--- src/rtl/mem_access_unit.sv ---
// mem_access_unit: load/store unit between the execute stage and a word-wide
// synchronous data RAM (1-cycle registered read, single write enable, no byte
// enables). Sub-word stores run as read-modify-write; loads are lane-extracted
// and sign/zero-extended.
//
// Optional feature macro: MEM_ACCESS_MISALIGN_CHECK_EN
//   defined   : misaligned H/HU/SH/W/SW accesses complete with a fault.
//   undefined : misaligned low address bits are cleared and the access
//               proceeds normally. Illegal funct3 faults in both builds.
module mem_access_unit #(
    parameter int ADDRESS_WIDTH = 14,
    parameter int DATA_WIDTH    = 32
) (
    input  logic                     clk,
    input  logic                     reset,
    input  logic                     reqValid,
    output logic                     reqReady,
    input  logic                     reqWrite,
    input  logic [2:0]               reqFunct3,
    input  logic [31:0]              reqAddr,
    input  logic [31:0]              reqWData,
    output logic                     done,
    output logic [DATA_WIDTH-1:0]    loadData,
    output logic                     fault,
    output logic                     ramWEn,
    output logic [ADDRESS_WIDTH-1:0] ramAddr,
    output logic [DATA_WIDTH-1:0]    ramDataIn,
    input  logic [DATA_WIDTH-1:0]    ramDataOut
);

    localparam logic [1:0] ST_IDLE      = 2'd0;
    localparam logic [1:0] ST_LOAD_WAIT = 2'd1;
    localparam logic [1:0] ST_RMW_MERGE = 2'd2;

    // Select the addressed lane of a RAM word and extend it to 32 bits.
    function automatic logic [31:0] f_extract(input logic [31:0] word,
                                              input logic [2:0]  f3,
                                              input logic [1:0]  lane);
        logic [7:0]  b;
        logic [15:0] h;
        logic [31:0] res;
        case (lane)
            2'd0:    b = word[7:0];
            2'd1:    b = word[15:8];
            2'd2:    b = word[23:16];
            2'd3:    b = word[31:24];
            default: b = word[7:0];
        endcase
        if (lane[1]) begin
            h = word[31:16];
        end else begin
            h = word[15:0];
        end
        case (f3)
            3'b000:  res = {{24{b[7]}}, b};
            3'b001:  res = {{16{h[15]}}, h};
            3'b100:  res = {24'd0, b};
            3'b101:  res = {16'd0, h};
            default: res = word;
        endcase
        return res;
    endfunction

    // Replace the addressed byte/half of a RAM word with the store data.
    function automatic logic [31:0] f_merge(input logic [31:0] word,
                                            input logic [2:0]  f3,
                                            input logic [1:0]  lane,
                                            input logic [31:0] wdata);
        logic [31:0] res;
        res = word;
        if (f3[1:0] == 2'b01) begin
            if (lane[1]) begin
                res[31:16] = wdata[15:0];
            end else begin
                res[15:0] = wdata[15:0];
            end
        end else begin
            case (lane)
                2'd0:    res[7:0]   = wdata[7:0];
                2'd1:    res[15:8]  = wdata[7:0];
                2'd2:    res[23:16] = wdata[7:0];
                2'd3:    res[31:24] = wdata[7:0];
                default: res[7:0]   = wdata[7:0];
            endcase
        end
        return res;
    endfunction

    logic [1:0]               r_state;
    logic                     r_done;
    logic                     r_fault;
    logic [DATA_WIDTH-1:0]    r_load_data;
    logic [ADDRESS_WIDTH-1:0] r_addr;
    logic [1:0]               r_lane;
    logic [2:0]               r_funct3;
    logic [31:0]              r_wdata;

    logic                     w_accept;
    logic                     w_illegal;
    logic                     w_misaligned;
    logic                     w_is_half;
    logic                     w_is_word;
    logic [1:0]               w_lane;
    logic                     w_fault_req;
    logic                     w_wen;
    logic [ADDRESS_WIDTH-1:0] w_word_addr;
    logic                     w_unused_addr;

    // Byte-address bits above the RAM range wrap silently.
    assign w_unused_addr = &{1'b0, reqAddr[31:ADDRESS_WIDTH+2]};
    assign w_word_addr   = reqAddr[ADDRESS_WIDTH+1:2];
    assign w_accept      = reqValid && (r_state == ST_IDLE);
    assign w_is_half     = (reqFunct3[1:0] == 2'b01);
    assign w_is_word     = (reqFunct3 == 3'b010);
    assign w_illegal     = (reqFunct3 == 3'b011) || (reqFunct3 == 3'b110) ||
                           (reqFunct3 == 3'b111) || (reqFunct3[2] && reqWrite);
    assign w_fault_req   = w_illegal || w_misaligned;

`ifdef MEM_ACCESS_MISALIGN_CHECK_EN
    assign w_misaligned = (w_is_half && reqAddr[0]) ||
                          (w_is_word && (reqAddr[1:0] != 2'b00));
    assign w_lane       = reqAddr[1:0];
`else
    // Misaligned offsets are rounded down to the natural boundary instead.
    assign w_misaligned = 1'b0;
    assign w_lane       = w_is_word ? 2'b00 :
                          (w_is_half ? {reqAddr[1], 1'b0} : reqAddr[1:0]);
`endif

    assign reqReady = (r_state == ST_IDLE);
    assign done     = r_done;
    assign fault    = r_fault;
    assign loadData = r_load_data;

    // RAM port drive: SW writes directly in IDLE, RMW_MERGE writes the merged word.
    always_comb begin
        w_wen     = 1'b0;
        ramAddr   = w_word_addr;
        ramDataIn = reqWData;
        case (r_state)
            ST_IDLE: begin
                if (w_accept && !w_fault_req && reqWrite && w_is_word) begin
                    w_wen = 1'b1;
                end else begin
                    w_wen = 1'b0;
                end
            end
            ST_LOAD_WAIT: begin
                ramAddr = r_addr;
            end
            ST_RMW_MERGE: begin
                ramAddr   = r_addr;
                ramDataIn = f_merge(ramDataOut, r_funct3, r_lane, r_wdata);
                w_wen     = 1'b1;
            end
            default: begin
                w_wen = 1'b0;
            end
        endcase
        // A reset cycle must never commit a write, even mid-RMW.
        if (reset) begin
            ramWEn = 1'b0;
        end else begin
            ramWEn = w_wen;
        end
    end

    // Sequencer state, latched request and registered completion outputs.
    always_ff @(posedge clk) begin
        if (reset) begin
            r_state     <= ST_IDLE;
            r_done      <= 1'b0;
            r_fault     <= 1'b0;
            r_load_data <= '0;
            r_addr      <= '0;
            r_lane      <= 2'd0;
            r_funct3    <= 3'd0;
            r_wdata     <= 32'd0;
        end else begin
            r_done  <= 1'b0;
            r_fault <= 1'b0;
            case (r_state)
                ST_IDLE: begin
                    if (w_accept) begin
                        if (w_fault_req) begin
                            r_done  <= 1'b1;
                            r_fault <= 1'b1;
                        end else if (reqWrite && w_is_word) begin
                            r_done <= 1'b1;
                        end else begin
                            r_addr   <= w_word_addr;
                            r_lane   <= w_lane;
                            r_funct3 <= reqFunct3;
                            r_wdata  <= reqWData;
                            r_state  <= reqWrite ? ST_RMW_MERGE : ST_LOAD_WAIT;
                        end
                    end else begin
                        r_state <= ST_IDLE;
                    end
                end
                ST_LOAD_WAIT: begin
                    r_load_data <= f_extract(ramDataOut, r_funct3, r_lane);
                    r_done      <= 1'b1;
                    r_state     <= ST_IDLE;
                end
                ST_RMW_MERGE: begin
                    r_done  <= 1'b1;
                    r_state <= ST_IDLE;
                end
                default: begin
                    r_state <= ST_IDLE;
                end
            endcase
        end
    end

endmodule

--- config.mk ---
export PLATFORM = sky130hd
export DESIGN_NAME = mem_access_unit
export DESIGN_NICKNAME = d
export VERILOG_FILES = /design/src/rtl/mem_access_unit.sv
export SDC_FILE = /design/constraint.sdc
export NUM_CORES = 1
export LEC_CHECK = 0
export CAP_MARGIN = 20
export CORE_UTILIZATION = 44
export DETAILED_ROUTE_END_ITERATION = 7
export PLACE_DENSITY = 0.9
export RECOVER_POWER = 25
export SYNTH_ARGS = -nofsm -noshare
export SYNTH_HDL_FRONTEND = slang
export SYNTH_SLANG_ARGS = --single-unit
--- constraint.sdc ---
create_clock -name clk -period 2.2 [get_ports clk]
set_input_delay 0.44 -clock clk [delete_from_list [all_inputs] [get_ports clk]]
set_output_delay 0.44 -clock clk [all_outputs]
set_load 0.005 [all_outputs]
==> results of run 1 <==
where the power goes:
part,total (uW),switching [uW],internal [uW]
combinational,1100,503,595
sequential,1410,59.4,1350
clock,1160,520,637
total,3660,1080,2580
Yosys cell counts (all sizes together) (2+ instances only):
master	instances
a21oi	76
o22ai	9
clkbuf	29
mux2i	38
o21ai	37
nand3	18
a311oi	3
dfxtp	71
or2	7
nand2b	2
a21o	19
buf	20
nand2	100
a211oi	28
nor3b	3
nor2	28
ha	4
and2	6
inv	9
mux2	39
logic make-up (layout without fill, tap and decap cells):
kind of cell             Yosys count  after routing
buffers and inverters             59            274
AND/OR/NAND/NOR                  169            169
multiplexers                      77             77
AO/OA/AOI/OAI                    181            181
flip-flops                        71             71
adder cells (fa/ha/maj)            4              4
critical path: stages (launching register included):
cell	delay, ps
sky130_fd_sc_hd__dfxtp_4	430
sky130_fd_sc_hd__buf_8	160
sky130_fd_sc_hd__buf_6	110
sky130_fd_sc_hd__mux2_4	290
sky130_fd_sc_hd__o21ai_2	130
sky130_fd_sc_hd__a21oi_2	60
sky130_fd_sc_hd__a21o_1	170
sky130_fd_sc_hd__buf_2	130
layout make-up:
class,count,share of cell area (%)
multi-input cells,431,42.4
inverters,10,0.580
flip-flops and latches,71,19.6
well taps,133,2.27
clock buffers,12,1.84
repair buffers,248,32.4
clock inverters,4,0.955
registers in the layout (all words and copies together), names as in the netlist:
register,flops
r_wdata,16
r_state,2
loadData,32
fault,1
done,1
r_funct3,3
r_lane,2
r_addr,14
how the worst max path moves through the flow:
stage                              start       endpoint  slack (ps)  cells after the start
after global placement    ramDataOut[31]  ramDataIn[31]        -290                      6
after detailed placement  ramDataOut[31]  ramDataIn[31]        -310                      6
after global routing         r_funct3[1]  ramDataIn[21]        -110                      7
final                          r_lane[1]  ramDataIn[31]         -80                      7
after CTS                    r_funct3[1]  ramDataIn[19]        -110                      8
after floorplan               r_state[0]    ramAddr[10]         150                      5
what timing repair did:
action	4_1_cts	5_1_grt
gates cloned	4	0
pin swaps	24	22
resized for setup	225	75
hold endpoints to repair	0	0
setup buffers	25	8
endpoints found under the setup margin	47	46
metal layers:
metal / global-route usage, % / part of all wire [%]
met2: 56.0 / 47
met1: 36.6 / 36
met5: 0 / 0
met3: 8.06 / 10
met4: 21.2 / 7.0
metrics by stage:
stage          power [uW]  setup slack [ps]  instance area (um2)  utilization (%)  setup TNS [ps]
2_1_floorplan        1850               149                 4540                -               0
3_3_place_gp         2350              -287                 6600             66.9           -3860
3_5_place_dp         2390              -309                 6600             66.9           -4650
4_1_cts              3580              -109                 7220             73.2           -1110
5_1_grt              3770              -107                 7340             74.4           -1340
6_report             3660             -78.0                 7340             74.4            -351
==> metrics, run 1 <==
status finished, violations left; failing checks setup timing; crit path setup slack, layout -78.0 ps; MaxCap Viol Count 0; wire length reported by the detailed router 18600 um; # fillers between 600 and 700; number of enable-type register cells in the synthesized netlist 0; antenna fix cells 0; Hold Fails Final Rpt 0; HPWL Detailed between 10000 and 15000 um; count of final setup violators 14; type of element capturing the critical path output pin; Rel. slew slack 44.1%; largest area contributor in the netlist sky130_fd_sc_hd__dfxtp_1; worst hold path depth 2; kind of start point of the critical path register; cells on worst reg2reg path 7; Seq/Total Area, Yosys 31.3%; multiplexer area fraction after synthesis around 18%; post-synthesis simple-gate area fraction 16.4%; cell area after technology mapping roughly 4500 um2; DRC violations left 0; Final Hold Slack 463 ps; worst hold path type reg2reg; Die ar. around 11000 um2; arrival time of data at the critical path endpoint 1840 ps; main combinational cell family by area after synthesis compound AO/OA/AOI/OAI gates; number of top-level pins 185; total global routing track utilization 32.9%; number of pins exceeding their max-slew limit in the final report 0; FF-to-FF Start r_lane[1]; die outline width 104 um; count of mapped cells out of synthesis 561; count of port buffers added during placement 168; capturing point of the worst reg2reg path loadData[29]; commonest non-fill, non-tap cells in the layout 99 x sky130_fd_sc_hd__nand2_1, 90 x sky130_fd_sc_hd__clkdlybuf4s50_1, 65 x sky130_fd_sc_hd__dfxtp_1; Final GP Congestion 0.881; measured slew at the worst slew-check pin 839 ps; post-synthesis xor/xnor area fraction 0%; final antenna-violating net count 0; flops & latches, synth between 70 and 80; maximum fanout count along the critical path 5; setup repair after global routing missed its margin yes; Max Clock Freq 439 MHz; leading cell types by total area after synthesis sky130_fd_sc_hd__dfxtp_1 31%, sky130_fd_sc_hd__mux2_2 8.9%, sky130_fd_sc_hd__mux2i_1 8.4%; end of the worst hold path r_addr[2]; critical path class reg2out; setup skew after layout 13.1 ps; vias per cell 6.09; Detailed Route Iter0 Violations 497; Compound-Gate Fraction of Synth Area about a quarter; clock latency of the later-clocked register in the worst-skew pair roughly 360 ps; unique cell type count in the Yosys netlist 46; buffer depth of the longest clock path 2; Warnings, synthesis 0; fraction of the mapped netlist area in adder cells 1.10%; Synth Net Count about 670; leakage power 0.00313 uW; clock tree root buffer cell sky130_fd_sc_hd__clkbuf_8; non-filler instance count after layout 909; Critical Path RT ~1800 ps; length of the first detailed-routing pass in iterations 7; die extent in y just over 100 um; count of standard-cell rows 36; routed length per placed instance about 20 um; post-synthesis average cell area approximately 8.1 um2; Worst R2R Setup Slack 180 ps; nets around 900; CTS tree yes; number of vias in the routed layout about 5500; initial antenna violation count 0; # placed instances 861; pin count of the biggest net entering global routing 70; area added between synthesis and finish 61.7%; Sequential Area 1440 um2; Most used DFF post-synth sky130_fd_sc_hd__dfxtp_1; effective utilization at floorplan 46.0%; clock sink count between 70 and 80; area taken by multi-input logic gates ~3100 um2; hold path start r_addr[2]; ratio of cells with drive above 1 in the final layout 30.5%; clock slew at the register clock pins of the worst setup and hold paths 80 ps; aggregate global routing overflow 0; Final min period approximately 2300 ps; Yosys top cell area share 31.3%; count of hold-fix buffers inserted at cts 0; VDD IR-drop max 385 uV; pwr dens 499 nW/um2; Clock H-tree levels 3; global-route wire length before repair 28200 um; leading cell type in the layout, fill and taps excluded sky130_fd_sc_hd__nand2_1; cts bufs inserted 9; standard cell core area 9860 um2; fraction of the cycle the final worst path needs 104%; async set-or-reset flop fraction in the synthesized netlist 0%; vias in the first global route 5556
No activity file was read; power rests on OpenSTA's default activity.
==> run 2: changes to the inputs <==
CORE_MARGIN = 5   (was default)
==> metrics, run 2 (same netlist as run 1, synthesis figures left out) <==
buffer depth of the longest clock path 2 (unchanged); VDD IR-drop max 412 uV (+7.0%); Detailed Route Iter0 Violations 618 (+24%); nets 876 (-0.23%); clock slew at the register clock pins of the worst setup and hold paths 90 ps (about the same); worst hold path type reg2reg; leading cell type in the layout, fill and taps excluded sky130_fd_sc_hd__nand2_1; clock latency of the later-clocked register in the worst-skew pair 350 ps (about the same); status finished, violations left; HPWL Detailed 12300 um (+6.1%); ratio of cells with drive above 1 in the final layout 30.5% (-0.050 points); die outline width 112 um (+7.7%); Rel. slew slack 45.3% (+1.2 points); type of element capturing the critical path output pin; Critical Path RT 1760 ps (about the same); final antenna-violating net count 0 (unchanged); wire length reported by the detailed router 19900 um (+7.2%); Clock H-tree levels 3 (unchanged); # fillers 688 (+12%); overall power 3590 uW (-2.0%); Final min period 2390 ps (+115 ps); standard cell core area 10200 um2 (+3.2%); Final GP Congestion 0.904 (+2.6%); Worst R2R Setup Slack 230 ps (+50 ps); failing checks setup timing; number of flip-flops in the largest register 32 (unchanged); end of the worst hold path r_addr[5]; MaxCap Viol Count 0 (unchanged); kind of start point of the critical path register; worst hold path depth 2 (unchanged); Die ar. 12400 um2 (+16%); cts bufs inserted 9 (unchanged); hold path start r_addr[5]; leakage power 0.00308 uW (-1.7%); pin count of the biggest net entering global routing 70 (unchanged); crit path setup slack, layout -193 ps (-115 ps); count of port buffers added during placement 168 (unchanged); FF-to-FF Start r_lane[1]; effective utilization at floorplan 44.6% (-1.4 points); pwr dens 494 nW/um2 (-1.1%); cell with the largest stage delay on the worst path sky130_fd_sc_hd__dfxtp_4; number of pins exceeding their max-slew limit in the final report 0 (unchanged); top cell family by delay on the critical path buffers and inverters; clock tree root buffer cell sky130_fd_sc_hd__clkbuf_8; vias in the first global route 5458 (-1.8%); arrival time of data at the critical path endpoint 1950 ps (+110 ps); fraction of the cycle the final worst path needs 109% (+5.2 points); DRC violations left 0 (unchanged); CTS tree yes; total global routing track utilization 27.9% (-5.0 points); Max Clock Freq 418 MHz (-4.8%); aggregate global routing overflow 0 (unchanged); total buffers and inverters traversed by the critical path 3 (unchanged); clock sink count 71 (unchanged); length of the first detailed-routing pass in iterations 8 (+1); die extent in y 112 um (+7.7%); count of final setup violators 24 (+10); Final Hold Slack 466 ps (+3.07 ps); number of top-level pins 185 (unchanged); Final Util 71.4% (-3.0 points); Hold Fails Final Rpt 0 (unchanged); highest cell delay on the worst timing path 390 ps (-40 ps); maximum fanout count along the critical path 6 (+1); Setup TNS Final -1940 ps (-1590 ps); setup skew after layout 18.0 ps (+4.86 ps); area added between synthesis and finish 60.1%; measured slew at the worst slew-check pin 820 ps (-18.4 ps); number of vias in the routed layout 5562 (+0.47%); count of standard-cell rows 37 (+2.8%); critical path class reg2out; commonest non-fill, non-tap cells in the layout 99 x sky130_fd_sc_hd__nand2_1, 90 x sky130_fd_sc_hd__clkdlybuf4s50_1, 67 x sky130_fd_sc_hd__a21oi_1; cells on worst reg2reg path 7 (unchanged); routed length per placed instance 21.9 um (+7.0%); capturing point of the worst reg2reg path loadData[30]; initial antenna violation count 0 (unchanged); global-route wire length before repair 28500 um (+1.2%); vias per cell 6.11 (+0.36%); count of hold-fix buffers inserted at cts 0 (unchanged); setup repair after global routing missed its margin yes; worst path cell trace buf_6 > or2b_4 > buf_4 > mux2i_1 > a21oi_1 > a21o_1 > clkbuf_2; antenna fix cells 0 (unchanged)
-- run 2: changes by cell type in the layout (fill, tap and decap cells not counted), sizes merged --
cell | before | now
clkbuf | 27 | 29
inv | 9 | 10
buf | 106 | 105
dlygate4sd3 | 26 | 25
bufbuf | 1 | 0
clkdlybuf4s15 | 4 | 0
bufinv | 2 | 1
clkinvlp | 0 | 3
-- run 2: repair_timing --
| action | CTS | global route |
|---|---|---|
| endpoints found under the setup margin | 47 | 45 |
| gates resized for setup | 211 | 84 |
| cloned | 3 | 0 |
| setup buffers | 13 | 16 |
| pin swaps | 12 | 20 |
-- run 2: worst max-delay path by stage --
stage / cells after the start / slack (ps) / start / to
2_1_floorplan: 5 / 150 / r_state[0] / ramAddr[10]
3_3_place_gp: 6 / -300 / ramDataOut[15] / ramDataIn[15]
6_report: 7 / -190 / r_lane[1] / ramDataIn[10]
3_5_place_dp: 6 / -310 / ramDataOut[30] / ramDataIn[30]
4_1_cts: 7 / -150 / r_lane[1] / ramDataIn[4]
5_1_grt: 7 / -220 / r_lane[1] / ramDataIn[10]
-- run 2: layer usage --
metal | global-route usage (%) | routed length, um
met1 | 31.6 | 7150
met2 | 48.3 | 9410
met3 | 7.39 | 2010
met4 | 14.0 | 1320
met5 | 0 | 0
-- run 2: metrics by stage --
step	worst slack, ps	cells	cell area [um2]
floorplan	149	561	4540
global placement	-305	865	6600
detailed placement	-312	865	6600
CTS	-145	897	7040
global route	-218	910	7270
finish	-193	910	7270
-- run 2: final cells by class --
| class | count | area, um2 | share of cell area [%] |
|---|---|---|---|
| Tap cell | 136 | 170 | 2.34 |
| Timing Repair Buffer | 246 | 2360 | 32.5 |
| Sequential cell | 71 | 1440 | 19.8 |
| Multi-Input combinational cell | 431 | 3060 | 42.1 |
| Clock buffer | 9 | 124 | 1.70 |
| Clock inverter | 7 | 71.3 | 0.981 |
| Inverter | 10 | 40.0 | 0.551 |
-- run 2: worst min-delay path: cells and delay by family, from the launching register on --
kind	cells	cell delay (ps)
and+or+nand+nor	1	50
DFF	1	320
AOI/OAI and AO/OA	1	50
-- run 2: power by group --
group | leakage [uW] | switching [uW] | internal, uW
logic | 0.00240 | 509 | 595
clock network | 0.0000916 | 550 | 524
registers | 0.000582 | 62.0 | 1350
==> run 3: changes to the inputs <==
CTS_CLUSTER_SIZE = 14   (was default)
SLEW_MARGIN = 25   (was default)
==> results of run 3 <==
No change in the layout: final DEF, timing and power equal those of run 2.
